## src/rtl/cache_sweep_ctl.sv

```systemverilog
// Cache sweep sequencer: walks every (set, way) slot and hands it to the MBOX
// one at a time for invalidate, validate or unload, over the whole cache or one page.
module cache_sweep_ctl #(
    parameter int unsigned SET_BITS  = 7,
    parameter int unsigned WAY_BITS  = 2,
    parameter int unsigned PAGE_BITS = 13
) (
    input  logic                 clk,
    input  logic                 RESET_n,
    input  logic                 start,
    input  logic [1:0]           func,
    input  logic                 one_page,
    input  logic [PAGE_BITS-1:0] page_in,
    input  logic                 mbox_hold,
    input  logic                 mbox_ack,
    output logic                 sweep_req,
    output logic [SET_BITS-1:0]  sweep_set,
    output logic [WAY_BITS-1:0]  sweep_way,
    output logic [1:0]           sweep_func,
    output logic                 sweep_one_page,
    output logic [PAGE_BITS-1:0] sweep_page,
    output logic                 SWEEP_BUSY,
    output logic                 SWEEP_DONE,
    output logic                 start_ignored
);

    localparam int unsigned IDX_BITS = SET_BITS + WAY_BITS;

    typedef enum logic [1:0] {
        IDLE  = 2'd0,
        ISSUE = 2'd1,
        STEP  = 2'd2,
        DONE  = 2'd3
    } state_t;

    state_t              state;
    logic [IDX_BITS-1:0] idx;
    logic                start_ok;

    assign start_ok  = start & (func != 2'b00);

    // Request is the only unregistered output so MBOX hold withdraws it at once.
    assign sweep_req = (state == ISSUE) & ~mbox_hold;

    // Way is the low field so all ways of a set are visited before the next set.
    assign sweep_set = idx[IDX_BITS-1:WAY_BITS];
    assign sweep_way = idx[WAY_BITS-1:0];

    always_ff @(posedge clk or negedge RESET_n) begin
        if (!RESET_n) begin
            state          <= IDLE;
            idx            <= '0;
            sweep_func     <= 2'b00;
            sweep_one_page <= 1'b0;
            sweep_page     <= '0;
            SWEEP_BUSY     <= 1'b0;
            SWEEP_DONE     <= 1'b0;
            start_ignored  <= 1'b0;
        end else begin
            SWEEP_DONE <= 1'b0;
            unique case (state)
                // DONE behaves like IDLE so a start on the done cycle is not lost.
                IDLE, DONE: begin
                    idx        <= '0;
                    SWEEP_BUSY <= 1'b0;
                    state      <= IDLE;
                    if (start_ok) begin
                        sweep_func     <= func;
                        sweep_one_page <= one_page;
                        sweep_page     <= page_in;
                        start_ignored  <= 1'b0;
                        SWEEP_BUSY     <= 1'b1;
                        state          <= ISSUE;
                    end
                end
                ISSUE: begin
                    if (start) begin
                        start_ignored <= 1'b1;
                    end
                    if (sweep_req && mbox_ack) begin
                        state <= STEP;
                    end
                end
                STEP: begin
                    if (start) begin
                        start_ignored <= 1'b1;
                    end
                    if (&idx) begin
                        SWEEP_BUSY <= 1'b0;
                        SWEEP_DONE <= 1'b1;
                        state      <= DONE;
                    end else begin
                        idx   <= idx + IDX_BITS'(1);
                        state <= ISSUE;
                    end
                end
            endcase
        end
    end

endmodule

```

## config.mk

```make
export PLATFORM = sky130hd
export DESIGN_NAME = cache_sweep_ctl
export DESIGN_NICKNAME = d
export VERILOG_FILES = /design/src/rtl/cache_sweep_ctl.sv
export SDC_FILE = /design/constraint.sdc
export NUM_CORES = 1
export LEC_CHECK = 0
export CORE_MARGIN = 4
export CORE_UTILIZATION = 44
export DETAILED_ROUTE_END_ITERATION = 16
export PLACE_DENSITY = 0.91
export SYNTH_ARGS = -nofsm -noshare
export SYNTH_HDL_FRONTEND = slang
export SYNTH_SLANG_ARGS = --single-unit
```

## constraint.sdc

```tcl
create_clock -name clk -period 2.6 [get_ports clk]
set_clock_uncertainty 0.1 [all_clocks]
set_input_delay 0.52 -clock clk [delete_from_list [all_inputs] [get_ports clk]]
set_output_delay 0.52 -clock clk [all_outputs]
set_load 0.02 [all_outputs]
```

# --- Yosys cells after proc, flatten, opt, wreduce, memory -nomap -nowiden ---
# Index checks and enable logic that the tools add are counted.
classes:
  n_eq_ne: 8
  add_sub_neg: 1
  shift: 0
  muxes: 14
  n_reduce_logical: 11
  n_mul: 0
  bitwise: 3
  order_cmp: 0
  div: 0
op_table:
  columns: ["op", "count"]
  rows:
  - ["case mux 9 bit (2 select lines)", 1]
  - ["adder 9 x 1 -> 9 bit, second input constant", 1]
  - ["two-way mux 9 bit", 1]
  - ["AND reduction 9 bit", 1]
  - ["AND reduction 2 bit", 4]
  - ["two-way mux 1 bit", 7]
  - ["inequality test 2 bit, second input constant", 3]
  - ["case mux 2 bit (3 select lines)", 1]
  - ["== test 2 bit, second input constant", 2]
  - ["two-way mux 2 bit", 2]
  - ["inequality test 2 x 1 -> 1 bit, second input constant", 2]
  - ["case mux 1 bit (2 select lines)", 2]
  - ["nonzero test 2 bit", 2]
  - ["OR reduction 2 bit", 2]
  - ["AND 1 bit", 2]
  - ["== test 2 x 1 -> 1 bit, second input constant", 1]
  - ["zero test 2 bit", 1]
  - ["logical AND 1 bit", 1]
  - ["inverter 1 bit", 1]
totals:
  output_inout_bits: 29
  elab_cells: 45
  register_bits: 30
  inputBits: 21
  romBits: 0
  n_memories: 0
  ram_bits: 0
  latch_bits: 0

# --- Depth between registers and ports, before layout ---
# Gate-level depths: netlist of run 1.
depth:
  word_depth: 5
  depth_mapped: 8
  mapped_depth_nobuf: 7

# --- Least setup slack after synthesis of run 1 ---
# No wires, ideal clock.
synth_path:
  path_type: "reg2reg"
  from: "register idx[0]"
  to: "register idx[6]"
  synth_period_minus_slack_ps: 2084
  setup_slack_ps: 516
  required_time_ps: 2431
  n_path_buf: 1
  stages_incl_launch_ff: 9
  setup_ps: 69
  t_arrival_ps: 1915
  cell_sequence: "dfrtp_1 > ha_1 > nand2_1 > nor3_1 > ha_1 > buf_6 > nand4b_4 > or4_1 > nand3_1"
synth_between:
  elab_chain_len: 3
  elab_cells_between_ends: 6
  classes_between: "1 x add/sub; 1 x eq/ne; 2 x mux; 2 x reduce/logical"
synth_lines:
  columns: ["element", "line_no", "rtl"]
  rows:
  - ["start: declaration", "37", "logic [IDX_BITS-1:0] idx;"]
  - ["start signal: assignment", "93", "idx <= idx + IDX_BITS'(1);"]
  - ["adder 9 x 1 -> 9 bit or AND reduction 9 bit (tied branches)", "93, 88", null]
  - ["two-way mux 9 bit or inequality test 2 bit (tied branches)", null, null]
  - ["case mux 9 bit (2 select lines) or AND reduction 2 bit (tied branches)", null, null]
# Parallel ways exist; a longest one is shown, timed or not. The select of a mux whose other input is x is not followed.
# A chain may end at the register's enable or synchronous reset.

# --- Worst setup path in the final report of run 1 ---
layout_path:
  from: "register state[1]"
  to: "output sweep_req"
layout_between:
  elab_chain_len: 2
layout_lines:
  columns: ["element", "line_no", "rtl"]
  rows:
  - ["start: declaration", "36", "state_t state;"]
  - ["start signal: assignment", "51", "state <= IDLE;"]
  - ["start signal: assignment", "66", "state <= IDLE;"]
  - ["start signal: assignment", "73", "state <= ISSUE;"]
  - ["== test 2 x 1 -> 1 bit", "43", "assign sweep_req = (state == ISSUE) & ~mbox_hold;"]
  - ["AND 1 bit", "43", null]
  - ["end: declaration", "16", "output logic sweep_req,"]
# No other way between the ends.

==> impl_metrics.ini, run 1 <==
[grt]
grt_pass1_wl_mm = 5.10
grt_max_degree = 31
grt-ovfl-total = 0
grt_util_all_layers_pct = 16.3
antenna_found_initial = 0
grt_pass1_vias = 1145

[route]
drc = 0
routed_wl_mm = 2.94
first_iter_violations = 42
viasPerCell = 4.94
firstDrtPassIters = 4
wl_per_cell_um = 14.0
antenna_left = 0
vias = 1038

[critical_path]
crit_start = state[1]
crit_chain = inv_1 -> ha_1 -> inv_1 -> nor2_1 -> clkdlybuf4s50_1
cpPeakStageDelay_ps = 610
crit_type = flip-flop to output pin
critical_path_peak_fanout = 3
crit_required_ps = 1980
end_kind = output pin
cp.arrival_ps = 1750
crit_top_cell = inv_1
cpMaxStageDelayCell = clkdlybuf4s50_1
rr_startpoint = idx[0]
rr_worst_depth = 7
start_kind = flip-flop

[die]
start_util_pct = 45.5
coreArea_um2 = 3030
rows = 20
die-width_um = 63.9
fp.dieH_um = 63.9
die-area_um2 = 4090
io_pins = 50

[synthesis]
syn_inst = 110
ys_warn_count = 0
synth_seq_cells = 30
async_flop_share_pct = 100
synthTopCellsByCount = dfrtp_1, mux2_2, nand2_1
yosys.area.top_type_share_pct = 54.5
synth_largest_area_cell = dfrtp_1
ys_seq_area_share_pct = 54.5
syn_avg_cell_area_um2 = 12.5
synth.area.top_cells = dfrtp_1, mux2_2, ha_1
ys_types = 30
synth-main-ff-cell = dfrtp_1
syn_nets = 135
synth_edf_count = 0
synth_most_common_cell = dfrtp_1
synthesis.area_um2 = 1380

[sta]
finalHoldViolCount = 0
slew_headroom_pct = 60.6
fin_crit_sh_pct = 91.1
worst_pin_slew_ps = 588
finalMaxSlewViolations = 0
setup_viol = 0
timing.final.ws_setup_ps = 230
whs_ps = 394
tns_ps = 0
timing.fmax_ghz = 0.422
rsz0062_at_grt = false
period_needed_ps = 2370

[cts]
cts.clk_slew.worst_paths_ps = 90
clk_latency_ps = 330
clock-root-buffer = clkbuf_4
cts.htree.levels = 2
numCtsBuffers = 5
cts_tree = built
cts.path.max_buffers = 2
clock-sinks = 30
cts_hold_buf = 0
post_cts_resized = 0
cts_setup_buffers = 0

[min_path]
hold_class = flip-flop to flip-flop
hold_start = start_ignored
hold_depth = 2

[final_layout]
n_fill_cell = 253
drive_gt1_share_pct = 17.5
utilization_pct = 65.6
area_growth_pct = 44.3
register_area_um2 = 751
multi_input_area_um2 = 581
n_antenna_cell = 0
layout.nets = 190

[power]
leakage_nw = 0.882
p_per_area_nw_per_um2 = 1030
p_total_mw = 2.05
irDropWorstVdd_mv = 0.640

[placement]
port_buffers = 49
place_ws_ps = 337
hpwl_mm = 2.23
gp_congestion = 0.782

[job]
drv_cap = 0

[run_status]
status = finished, final reports clean
==> metal layers <==
metal	wire, µm	up-vias	GRT usage (%)
li1	-	498	-
met1	1230	490	17.7
met2	1360	45	26.7
met3	306	5	8.26
met4	48	0	7.01
met5	0	-	0
==> metrics by stage <==
| step | instance area, µm² | instances |
|---|---|---|
| after floorplan | 1380 | 110 |
| after global placement | 1910 | 202 |
| after detailed placement | 1910 | 202 |
| after CTS | 1990 | 210 |
| after global routing | 1990 | 210 |
| final | 1990 | 210 |
==> path summary, 6_finish.rpt <==
check | end | slack, ps
worst max-delay path | sweep_req | 230
worst min-delay path | start_ignored | 390
worst max register to register | idx[3] | 460
worst min register to register | start_ignored | 390
max in group asynchronous | sweep_page[5] | 1650
min in group asynchronous | idx[5] | 470
==> cells by family after synthesis <==
kind of cell	count (synthesis)	synth area share (%)
flip-flops	30	54.5
AND/OR/NAND/NOR	27	11.6
AO/OA/AOI/OAI	19	9.64
multiplexers	19	15.4
buffers and inverters	8	3.27
adder cells (fa/ha/maj)	4	3.64
XOR/XNOR	3	1.91
==> critical path, delay by kind of cell (launching register included) <==
family                     cells  cell delay, ps
adders and majority gates      1             180
and+or+nand+nor                1              90
buffers and inverters          3             750
DFF                            1             410
==> layout make-up <==
type                       instances  share of cell area, %
timing repair buffer              50                   25.1
sequential                        30                   37.8
tap                               44                   2.77
inverter                           6                   1.13
multi-input combinational         72                   29.2
clock buffer                       8                   3.97
==> registers in the layout, summed over array words and instances, names as in the netlist <==
register / flops
state: 2
sweep_one_page: 1
sweep_func: 2
sweep_page: 13
SWEEP_BUSY: 1
idx: 9
SWEEP_DONE: 1
start_ignored: 1
==> report_power, final <==
group,internal (mW),switching [mW],total [mW]
logic,0.488,0.490,0.978
clock network,0.185,0.160,0.344
registers,0.631,0.0993,0.731
total,1.30,0.749,2.05
==> cells in the final DEF (no fill, tap or decap), types with 2 or more instances in the layout <==
cell type        instances
nor2_1                   2
clkdlybuf4s50_1         49
mux2i_1                  2
nand3_1                  2
dfrtp_1                 30
o21ai_0                  9
mux2_1                   2
clkbuf_4                 5
xor2_1                   2
nand2b_1                 3
nor2b_1                  3
clkbuf_8                 3
inv_1                    5
mux2_2                  15
nand2_1                 11
o211ai_1                 2
ha_1                     4
a21oi_1                  2
No activity file was read; power rests on OpenSTA's default activity.
==> run 2: changes to the inputs <==
Settings changed: CORE_UTILIZATION 44 to 61, DONT_BUFFER_PORTS set to 1, PLACE_DENSITY 0.91 to 0.89.
==> run 2 against run 1 <==
Against the previous run: worst setup slack better by 160 ps; flip-flop and latch count did not move; critical path depth increased by 2; final cell count fell by 31%; largest power group is now registers; critical path type is now flip-flop to flip-flop; critical endpoint is now idx[3]; largest cell class unchanged.
==> impl_metrics.ini, run 2 (same netlist as run 1, synthesis figures left out) <==
[route]
drc = 0
viasPerCell = 5.99
first_iter_violations = 12
routed_wl_mm = 2.58
antenna_left = 0
wl_per_cell_um = 17.8
vias = 869
firstDrtPassIters = 4

[sta]
finalMaxSlewViolations = 0
worst_pin_slew_ps = 547
fin_crit_sh_pct = 85.1
timing.fmax_ghz = 0.452
period_needed_ps = 2210
slew_headroom_pct = 63.4
rsz0062_at_grt = false
setup_viol = 0
finalHoldViolCount = 0
timing.final.ws_setup_ps = 388
tns_ps = 0

[grt]
grt-ovfl-total = 0
grt_max_degree = 31
grt_util_all_layers_pct = 18.2
grt_pass1_vias = 981
antenna_found_initial = 0
grt_pass1_wl_mm = 4.37

[cts]
cts.clk_slew.worst_paths_ps = 90
cts.path.max_buffers = 2
cts.htree.levels = 2
cts_tree = built
clock-root-buffer = clkbuf_4
clk_latency_ps = 320
numCtsBuffers = 5
cts_setup_buffers = 0
clock-sinks = 30

[critical_path]
crit_chain = ha_1 -> nand2_1 -> nor3_1 -> ha_1 -> nand4b_2 -> or3_1 -> a21oi_1
critical_path_peak_fanout = 7
crit_required_ps = 2760
cp.arrival_ps = 2370
cpMaxStageDelayCell = dfrtp_1
start_kind = flip-flop
end_kind = flip-flop
crit_top_cell = ha_1
crit_type = flip-flop to flip-flop
cpPeakStageDelay_ps = 510

[final_layout]
area_growth_pct = 7.36
largest_reg_flops = 13
top_regs = sweep_page x13, idx x9
top_register = sweep_page
layout.nets = 142
n_antenna_cell = 0
final_cell_mix = dfrtp_1, mux2_2, nand2_1
drive_gt1_share_pct = 23.7
final_common_cell = dfrtp_1

[die]
coreArea_um2 = 2040
start_util_pct = 67.4
io_pins = 50
die-area_um2 = 3080
die-width_um = 55.5
rows = 16
fp.dieH_um = 55.5

[min_path]
hold_class = input pin to flip-flop

[power]
p_per_area_nw_per_um2 = 1120
leakage_nw = 0.696
irDropWorstVdd_mv = 0.739

[placement]
place_ws_ps = 398
gp_congestion = 0.721
port_buffers = 0
hpwl_mm = 1.92

[job]
drv_cap = 0

[run_status]
status = finished, final reports clean
## run 2: changes by cell type in the layout (fill, tap and decap cells not counted), sizes merged
cell | previous run | this run
clkdlybuf4s50 | 49 | 0
clkbuf | 8 | 7
clkinv | 0 | 1
dlygate4sd3 | 0 | 1
## run 2: layout make-up
| class | count | area [µm²] |
|---|---|---|
| Clock buffer | 7 | 55.1 |
| Tap cell | 27 | 33.8 |
| Clock inverter | 1 | 5.00 |
| Fill cell | 157 | 564 |
| Inverter | 6 | 22.5 |
| Timing Repair Buffer | 2 | 30.0 |
| Sequential cell | 30 | 751 |
| Multi-Input combinational cell | 72 | 581 |
## run 2: worst max-delay path, delay by kind of cell, from the launching register on
family | cells | cell delay, ps
AND/OR/NAND/NOR | 4 | 780
adder cells (fa/ha/maj) | 2 | 600
AO/OA/AOI/OAI | 1 | 150
flip-flops | 1 | 510
## run 2: layer usage
| metal | vias to the layer above | track usage, % | share of wire, % |
|---|---|---|---|
| met3 | 3 | 10.5 | 12 |
| li1 | 402 | - | - |
| met2 | 48 | 31.9 | 52 |
| met4 | 0 | 6.25 | 1.1 |
| met5 | - | 0 | 0 |
| met1 | 416 | 17.6 | 35 |
## run 2: path summary, 6_finish.rpt
check                      startpoint            end  slack (ps)  cells past startpoint
max                            idx[0]         idx[3]         390                      7
min                        page_in[2]  sweep_page[2]         240                      1
max reg2reg                    idx[0]         idx[3]         390                      7
min reg2reg                  state[0]       state[0]         460                      1
max in group asynchronous     RESET_n  sweep_page[2]        1690                      2
min in group asynchronous     RESET_n         idx[4]         540                      2
## run 2: metrics by stage
step | power (mW) | hold slack [ps] | cells | instance area (µm²) | util (%)
detailed placement | 1.38 | 125 | 135 | 1390 | 68.0
global route | 1.77 | 219 | 145 | 1480 | 72.4
CTS | 1.68 | 217 | 145 | 1480 | 72.4
global placement | 1.35 | 125 | 135 | 1390 | 68.0
floorplan | 1.28 | 124 | 110 | 1380 | -
finish | 1.66 | 235 | 145 | 1480 | 72.4
## run 2: what timing repair did
item,4_1_cts,5_1_grt
resized for setup,0,0
setup endpoints to repair,0,0
hold buffers,2,0
endpoints found under the hold margin,30,0
## run 2: power breakdown
part	switching, mW	internal [mW]
combinational	0.220	0.210
clock	0.151	0.131
sequential	0.314	0.631
total	0.685	0.971
==> run 3: changes to the inputs <==
Settings changed: CELL_PAD_IN_SITES_DETAIL_PLACEMENT set to 2, CELL_PAD_IN_SITES_GLOBAL_PLACEMENT set to 2, CORE_UTILIZATION 61 to 38, PLACE_DENSITY 0.89 to 0.88, REMOVE_ABC_BUFFERS set to 1.
==> run 3 against run 2 <==
Against the previous run: die area up 51%; power increased by 0.57%; hold slack got worse by 8.5 ps; utilization decreased by 29 points.
==> impl_metrics.ini, run 3 (same netlist as run 1, synthesis figures left out) <==
[die]
io_pins = 50
rows = 21
start_util_pct = 40.3
fp.dieH_um = 68.2
die-width_um = 68.2
die-area_um2 = 4650
coreArea_um2 = 3420

[final_layout]
area_growth_pct = 8.45
n_antenna_cell = 0
top_regs = sweep_page x13, idx x9
top_register = sweep_page
drive_gt1_share_pct = 23.3
final_cell_mix = dfrtp_1, mux2_2, nand2_1
layout.nets = 142
n_fill_cell = 345
largest_reg_flops = 13
final_common_cell = dfrtp_1

[route]
firstDrtPassIters = 4
drc = 0
first_iter_violations = 41
viasPerCell = 5.54
antenna_left = 0
routed_wl_mm = 3.32
wl_per_cell_um = 20.5
vias = 897

[sta]
fin_crit_sh_pct = 89.9
slew_headroom_pct = 62.2
tns_ps = 0
setup_viol = 0
worst_pin_slew_ps = 565
finalHoldViolCount = 0
rsz0062_at_grt = false
finalMaxSlewViolations = 0
period_needed_ps = 2340
timing.fmax_ghz = 0.428

[power]
p_comb_share_pct = 26.7
netSwitchingFraction_pct = 42.2
internal-power_uw = 962
p_per_area_nw_per_um2 = 1120
p_total_mw = 1.67
power_frac_clock_pct = 16.3
power_switching_uw = 703
leakage_nw = 0.691
irDropWorstVdd_mv = 0.513
p_seq_share_pct = 57.0

[placement]
port_buffers = 0
hpwl_mm = 2.42
gp_congestion = 0.775

[cts]
clock-sinks = 30
numCtsBuffers = 5
cts.path.max_buffers = 2
cts.clk_slew.worst_paths_ps = 100
post_cts_resized = 0
cts.htree.levels = 2
cts_tree = built
clk_latency_ps = 330
clock-root-buffer = clkbuf_4

[run_status]
status = finished, final reports clean

[grt]
grt-ovfl-total = 0
grt_pass1_wl_mm = 5.42
grt_max_degree = 31
grt_pass1_vias = 1039
antenna_found_initial = 0
grt_util_all_layers_pct = 16.3

[job]
drv_cap = 0

[critical_path]
crit_type = flip-flop to flip-flop
crit_buf_inv = 0
cp.arrival_ps = 2490
cpPeakStageDelay_ps = 520
end_kind = flip-flop
critPathTopFamily = simple AND/OR/NAND/NOR gates
start_kind = flip-flop
crit_required_ps = 2750
critical_path_peak_fanout = 7
crit_top_cell = ha_1
crit_chain = ha_1 -> nand2_1 -> nor3_1 -> ha_1 -> nand4b_2 -> or3_1 -> a21oi_1
cpMaxStageDelayCell = dfrtp_1

[min_path]
hold_class = input pin to flip-flop
[run 3: changes by cell type in the layout (fill, tap and decap cells not counted), sizes merged]
cell | before | now
clkinv | 1 | 0
clkbuf | 7 | 6
[run 3: per-layer routing]
metal	vias to the layer above	share of wire [%]	global-route usage [%]
li1	400	-	-
met5	-	0	0
met3	4	11	8.37
met4	0	1.7	6.45
met1	450	33	15.4
met2	43	55	29.6
[run 3: power groups by stage]
stage	Clock [mW]	Combinational, mW	Sequential [mW]
floorplan	0	0.351	0.917
global placement	0	0.410	0.954
detailed placement	0	0.437	0.961
CTS	0.285	0.453	0.956
global route	0.313	0.502	0.977
finish	0.271	0.445	0.949
[run 3: worst paths after layout]
kind	cells past startpoint	end	slack [ps]	startpoint
max	7	idx[3]	260	idx[0]
min	1	sweep_page[9]	230	page_in[9]
max reg2reg	7	idx[3]	260	idx[0]
min reg2reg	1	state[0]	480	state[0]
max in group asynchronous	2	sweep_page[6]	1670	RESET_n
min in group asynchronous	2	state[0]	550	RESET_n
[run 3: repair_timing]
action,CTS,global route
buffers inserted,0,0
hold buffers,2,0
endpoints found under the setup margin,0,0
hold endpoints to repair,30,0
[run 3: final cells by class]
type | count | area (µm²) | area share, %
Inverter | 6 | 22.5 | 1.51
Clock buffer | 6 | 51.3 | 3.44
Tap cell | 46 | 57.6 | 3.86
Timing Repair Buffer | 2 | 30.0 | 2.01
Sequential cell | 30 | 751 | 50.3
Multi-Input combinational cell | 72 | 581 | 38.9
[run 3: worst reg2reg max path: stages (launching register included)]
cell and delay [ps]:
dfrtp_1 520, ha_1 330, nand2_1 90, nor3_1 60, ha_1 290, nand4b_2 320
or3_1 370, a21oi_1 170
[run 3: metrics by stage]
step | hold WS, ps | instance area [µm²] | utilization [%] | worst slack [ps] | instances
CTS | 203 | 1490 | 43.7 | 302 | 162
finish | 227 | 1490 | 43.7 | 264 | 162
global route | 204 | 1490 | 43.7 | 89.5 | 162
floorplan | 124 | 1350 | - | 536 | 108
global placement | 125 | 1410 | 41.3 | 460 | 154
detailed placement | 125 | 1410 | 41.3 | 330 | 154
